$ cat src/rtl/axis_frame_serializer.sv
// Frame-to-AXI-Stream serializer: two-slot frame buffer, one {channel, sample} beat per channel, tlast per packet.
// Optional macro AXIS_FRAME_SERIALIZER_SEQ_EN places a per-frame sequence count in the unused upper tdata bits.
module axis_frame_serializer #(
  parameter int CHANNEL_COUNT      = 16,
  parameter int DATA_WIDTH         = 16,
  parameter int C_AXIS_TDATA_WIDTH = 32,
  parameter int FRAMES_PER_PACKET  = 64
) (
  input  logic                              clk,
  input  logic                              rst,
  input  logic [CHANNEL_COUNT*DATA_WIDTH-1:0] s_frame_data,
  input  logic                              s_frame_valid,
  output logic                              s_frame_ready,
  output logic [C_AXIS_TDATA_WIDTH-1:0]     m00_axis_tdata,
  output logic [C_AXIS_TDATA_WIDTH/8-1:0]   m00_axis_tstrb,
  output logic                              m00_axis_tvalid,
  input  logic                              m00_axis_tready,
  output logic                              m00_axis_tlast,
  output logic                              idle
);

  localparam int CW  = $clog2(CHANNEL_COUNT);
  localparam int FW  = CHANNEL_COUNT * DATA_WIDTH;
  localparam int PW  = (FRAMES_PER_PACKET > 1) ? $clog2(FRAMES_PER_PACKET) : 1;
  localparam int SW  = C_AXIS_TDATA_WIDTH - CW - DATA_WIDTH;
  localparam int SWF = (SW > 0) ? SW : 1;

  typedef enum logic {IDLE, SEND} state_t;

  state_t          state, state_nxt;
  logic [FW-1:0]   slot [2];
  logic            rd_ptr, wr_ptr;
  logic [1:0]      count;
  logic [CW-1:0]   ch_idx, ch_idx_nxt;
  logic [PW-1:0]   pkt_cnt;
  logic            push, pop, beat_hs, last_ch, pkt_last;
  logic [FW-1:0]   head;
  logic [DATA_WIDTH-1:0] sample;
  logic [C_AXIS_TDATA_WIDTH-1:0] beat;

  // Ready is decoded from the registered count only, so a pop never opens the buffer in the same cycle.
  assign s_frame_ready = ~count[1];
  assign push     = s_frame_valid & s_frame_ready;
  assign beat_hs  = m00_axis_tvalid & m00_axis_tready;
  assign last_ch  = (ch_idx == CW'(CHANNEL_COUNT - 1));
  assign pop      = beat_hs & last_ch;
  assign pkt_last = (pkt_cnt == PW'(FRAMES_PER_PACKET - 1));

  always_ff @(posedge clk) begin
    if (push) slot[wr_ptr] <= s_frame_data;
  end

  always_ff @(posedge clk or posedge rst) begin
    if (rst) begin
      state   <= IDLE;
      ch_idx  <= '0;
      count   <= '0;
      rd_ptr  <= 1'b0;
      wr_ptr  <= 1'b0;
      pkt_cnt <= '0;
    end else begin
      state  <= state_nxt;
      ch_idx <= ch_idx_nxt;
      count  <= count + {1'b0, push} - {1'b0, pop};
      if (push) wr_ptr <= ~wr_ptr;
      if (pop) begin
        rd_ptr  <= ~rd_ptr;
        pkt_cnt <= pkt_last ? '0 : pkt_cnt + PW'(1);
      end
    end
  end

  // A frame being pushed counts as available, giving a one-cycle accept-to-tvalid latency
  // and no bubble when a new frame arrives on the same cycle the head pops.
  always_comb begin
    state_nxt  = state;
    ch_idx_nxt = ch_idx;
    case (state)
      IDLE: begin
        if (count != 2'd0 || push) begin
          state_nxt  = SEND;
          ch_idx_nxt = '0;
        end
      end
      SEND: begin
        if (beat_hs) begin
          if (!last_ch) begin
            ch_idx_nxt = ch_idx + CW'(1);
          end else begin
            ch_idx_nxt = '0;
            if (!(count > 2'd1 || push)) state_nxt = IDLE;
          end
        end
      end
      default: begin
        state_nxt  = IDLE;
        ch_idx_nxt = '0;
      end
    endcase
  end

`ifdef AXIS_FRAME_SERIALIZER_SEQ_EN
  logic [SWF-1:0] seq_cnt;

  always_ff @(posedge clk or posedge rst) begin
    if (rst)      seq_cnt <= '0;
    else if (pop) seq_cnt <= seq_cnt + SWF'(1);
  end
`endif

  assign head   = slot[rd_ptr];
  assign sample = head[ch_idx*DATA_WIDTH +: DATA_WIDTH];

  // Outputs are gated by state so they clear the instant rst is asserted.
  always_comb begin
    beat = '0;
    if (m00_axis_tvalid) begin
      beat[DATA_WIDTH-1:0]          = sample;
      beat[CW+DATA_WIDTH-1:DATA_WIDTH] = ch_idx;
`ifdef AXIS_FRAME_SERIALIZER_SEQ_EN
      beat = beat | (C_AXIS_TDATA_WIDTH'(seq_cnt) << (CW + DATA_WIDTH));
`endif
    end
  end

  assign m00_axis_tvalid = (state == SEND);
  assign m00_axis_tdata  = beat;
  assign m00_axis_tlast  = m00_axis_tvalid & last_ch & pkt_last;
  assign m00_axis_tstrb  = {(C_AXIS_TDATA_WIDTH/8){m00_axis_tvalid}};
  assign idle            = (state == IDLE) && (count == 2'd0);

endmodule
$ cat config.mk
export PLATFORM = sky130hd
export DESIGN_NAME = axis_frame_serializer
export DESIGN_NICKNAME = d
export VERILOG_FILES = /design/src/rtl/axis_frame_serializer.sv
export SDC_FILE = /design/constraint.sdc
export NUM_CORES = 1
export LEC_CHECK = 0
export ABC_AREA = 1
export BUFFER_PORTS_ARGS = -buffer_cell sky130_fd_sc_hd__clkbuf_2
export CAP_MARGIN = 40
export CORE_MARGIN = 3
export CORE_UTILIZATION = 40
export DETAILED_ROUTE_END_ITERATION = 7
export GPL_TIMING_DRIVEN = 0
export PLACE_DENSITY = 0.59
export SYNTH_ARGS = -nofsm -noshare
export SYNTH_HDL_FRONTEND = slang
export SYNTH_SLANG_ARGS = --single-unit
export TNS_END_PERCENT = 50
$ cat constraint.sdc
create_clock -name clk -period 17.9 [get_ports clk]
set_input_delay 0.895 -clock clk [delete_from_list [all_inputs] [get_ports clk]]
set_output_delay 0.895 -clock clk [all_outputs]
set_load 0.03 [all_outputs]
==> flow_metrics.env <==
export IMPL_multi_input_area_mm2=0.00512
export IMPL_cts_inserted_buffers=56
export IMPL_synth_seq_area_share_pct=68.7
export IMPL_cts_sinks=527
export IMPL_grt_max_degree=29
export IMPL_drtPass1Iterations=5
export IMPL_antenna_left=0
export IMPL_synth_main_ff_cell="edfxtp_1"
export IMPL_post_cts_buffers=0
export IMPL_num_rows=87
export IMPL_grt_pass1_wl_um=99500
export IMPL_synth_most_common_cell="nand2_1"
export IMPL_clock_latency_ns=0.60
export IMPL_rsz0062_at_grt="false"
export IMPL_met3_usage_pct=3.93
export IMPL_synth_area_top_cells="edfxtp_1, nand2_1, nand3_1"
export IMPL_first_global_vias=16100
export IMPL_instances_no_fill=3366
export IMPL_period_share_pct=22.6
export IMPL_slew_headroom_pct=44.1
export IMPL_grtUsageMet2_pct=37.1
export IMPL_drc=0
export IMPL_syn_area_per_cell_um2=10.5
export IMPL_end_kind="output port"
export IMPL_drt_initial_drc_count=1539
export IMPL_clockBufferDepth=3
export IMPL_hold_slack_ns=0.395
export IMPL_ir_drop_v=0.0000925
export IMPL_clk_pin_slew_worst_paths_ns=0.06
export IMPL_synthesis_instances=2183
export IMPL_cts_tree="done"
export IMPL_crit_required_ns=17.01
export IMPL_period_needed_ns=4.04
export IMPL_slew_viol_final=0
export IMPL_reg2reg_to="slot[1][132]$_DFFE_PP_"
export IMPL_portBuffers=287
export IMPL_start_util_pct=40.6
export IMPL_post_cts_resized=0
export IMPL_ys_types=32
export IMPL_avgRoutedWirePerCell_um=20.2
export IMPL_setup_violations_final=0
export IMPL_die_w_um=245
export IMPL_setup_tns_final_ns=0
export IMPL_ff2ff_setup_slack_ns=15.23
export IMPL_yosys_register_bits=527
export IMPL_drv_cap=0
export IMPL_cts_max_level=2
export IMPL_pwr_density_cell_mw_per_mm2=170
export IMPL_vias=16400
export IMPL_crit_end="m00_axis_tdata[1]"
export IMPL_nFillCells=5140
export IMPL_yosys_top_cells_count="nand2_1, edfxtp_1, nand3_1"
export IMPL_worstSetupStartpoint="ch_idx[1]$_DFFE_PP0P_"
export IMPL_ctsHoldBuffers=0
export IMPL_routed_wl_um=68200
export IMPL_core_area_mm2=0.0565
export IMPL_yosysWarningCount=0
export IMPL_worst_pin_slew_ns=0.838
export IMPL_synth_edf_count=512
export IMPL_power_leakage_nw=12.3
export IMPL_cts_root_buf="clkbuf_16"
export IMPL_max_freq_mhz=247
export IMPL_synthToLayoutAreaGrowth_pct=20.2
export IMPL_io_pins=300
export IMPL_syn_area_mm2=0.0229
export IMPL_worstSetupPathType="reg -> out"
export IMPL_top_usage_layer="met2"
export IMPL_critPathLaunchType="flip-flop"
export IMPL_layout_drive_gt1_share_pct=18.9
export IMPL_nNetsFinal=2827
export IMPL_synthArstFlopShare_pct=2.85
export IMPL_seq_area_mm2=0.0158
export IMPL_path_max_fanout=10
export IMPL_status="complete, no violations"
export IMPL_dp_hpwl_um=50600
export IMPL_synth_largest_area_cell="edfxtp_1"
export IMPL_grt_use_met1_pct=30.4
export IMPL_hold_violations=0
export IMPL_place_congestion=0.824
export IMPL_clock_skew_ns=0.00907
export IMPL_synth_top_area_share_pct=67.1
export IMPL_r2r_start="count[1]$_DFF_PP0_"
export IMPL_hold_class="in -> async"
export IMPL_viasPerCell=4.86
export IMPL_place_inst=3261
export IMPL_reg2reg_depth=9
export IMPL_die_y_um=245
export IMPL_antenna_found_initial=9
export IMPL_dieArea_mm2=0.0602
export IMPL_cp_arrival_ns=3.15
export IMPL_grtUsageTotal_pct=22.5
export IMPL_overflow=0
-- report_power, final --
group          leakage (nW)  internal (mW)  switching, mW
clock                 0.817          0.616          0.467
combinational          6.63          0.550           1.37
sequential             4.89           1.62         0.0575
-- worst min-delay path by stage --
| stage | from | end | slack [ns] | cells past startpoint |
|---|---|---|---|---|
| detailed placement | pkt_cnt[4]$_DFFE_PP0P_ | pkt_cnt[4]$_DFFE_PP0P_ | 0.50 | 1 |
| global placement | count[0]$_DFF_PP0_ | count[0]$_DFF_PP0_ | 0.48 | 1 |
| floorplan | pkt_cnt[4]$_DFFE_PP0P_ | pkt_cnt[4]$_DFFE_PP0P_ | 0.47 | 1 |
| global route | rst | ch_idx[2]$_DFFE_PP0P_ | 0.42 | 2 |
| CTS | rst | ch_idx[1]$_DFFE_PP0P_ | 0.37 | 2 |
| finish | rst | ch_idx[2]$_DFFE_PP0P_ | 0.39 | 2 |
-- layout by cell type (no fill, tap or decap), types with 2 or more instances in the layout --
cell type / instances
clkinv_1: 22
buf_1: 19
clkbuf_1: 11
edfxtp_1: 512
buf_16: 4
conb_1: 12
nand2_1: 797
clkinv_2: 7
ha_1: 4
xor2_1: 6
diode_2: 8
inv_1: 333
nand4_1: 2
buf_12: 18
a21oi_1: 2
clkbuf_16: 57
nor2_1: 5
dfrtp_1: 15
clkbuf_2: 287
o21ai_1: 2
buf_6: 28
xnor2_1: 3
bufinv_16: 3
nand3_1: 357
clkinvlp_4: 2
buf_2: 50
buf_4: 26
nor2_4: 3
o21ai_0: 4
-- metrics by stage --
stage | util (%) | power (mW) | area [um^2] | setup slack [ns]
2_1_floorplan | - | 2.94 | 23000 | 5.40
3_3_place_gp | 44.8 | 3.71 | 25300 | -1.48
3_5_place_dp | 45.7 | 3.63 | 25800 | 14.57
4_1_cts | 48.7 | 4.71 | 27500 | 13.90
5_1_grt | 48.7 | 4.94 | 27500 | 13.73
6_report | 48.7 | 4.69 | 27500 | 13.86
-- critical path, cell delays in order, from the launching register on --
cell	delay, ns
dfrtp_1	0.45
inv_1	0.10
buf_2	0.33
buf_1	0.65
nand3_1	0.38
nand3_1	0.15
nand2_1	0.07
nand2_1	0.08
nand2_1	0.12
clkbuf_2	0.21
-- cell type report --
class	count	share of cell area (%)
Multi-Input combinational cell	1205	18.6
Inverter	336	4.59
Tap cell	756	3.44
Clock inverter	34	0.827
Buffer	126	3.04
Antenna cell	8	0.0727
Clock buffer	63	5.26
Timing Repair Buffer	311	6.98
Sequential cell	527	57.2
-- state kept, by name (all words and copies together), names as in the netlist --
| register | flops |
|---|---|
| slot | 512 |
| wr_ptr | 1 |
| ch_idx | 4 |
| pkt_cnt | 6 |
| rd_ptr | 1 |
| m00_axis_tvalid | 1 |
| count | 2 |
-- routing by layer --
layer	routed length (um)	up-vias
met4	2150	2
li1	-	7826
met2	32200	623
met3	5450	116
met1	28400	7784
met5	13	-
-- kinds of logic after synthesis --
group	after synthesis	share of synthesized area, %
simple gates	1171	21.3
flops	527	68.7
compound gates	8	0.175
fa+ha+maj	4	0.218
xor+xnor	9	0.344
mux	1	0.0491
other cells	1	0.0164
buf+inv	462	9.17
(Power assumes the default switching activity.)
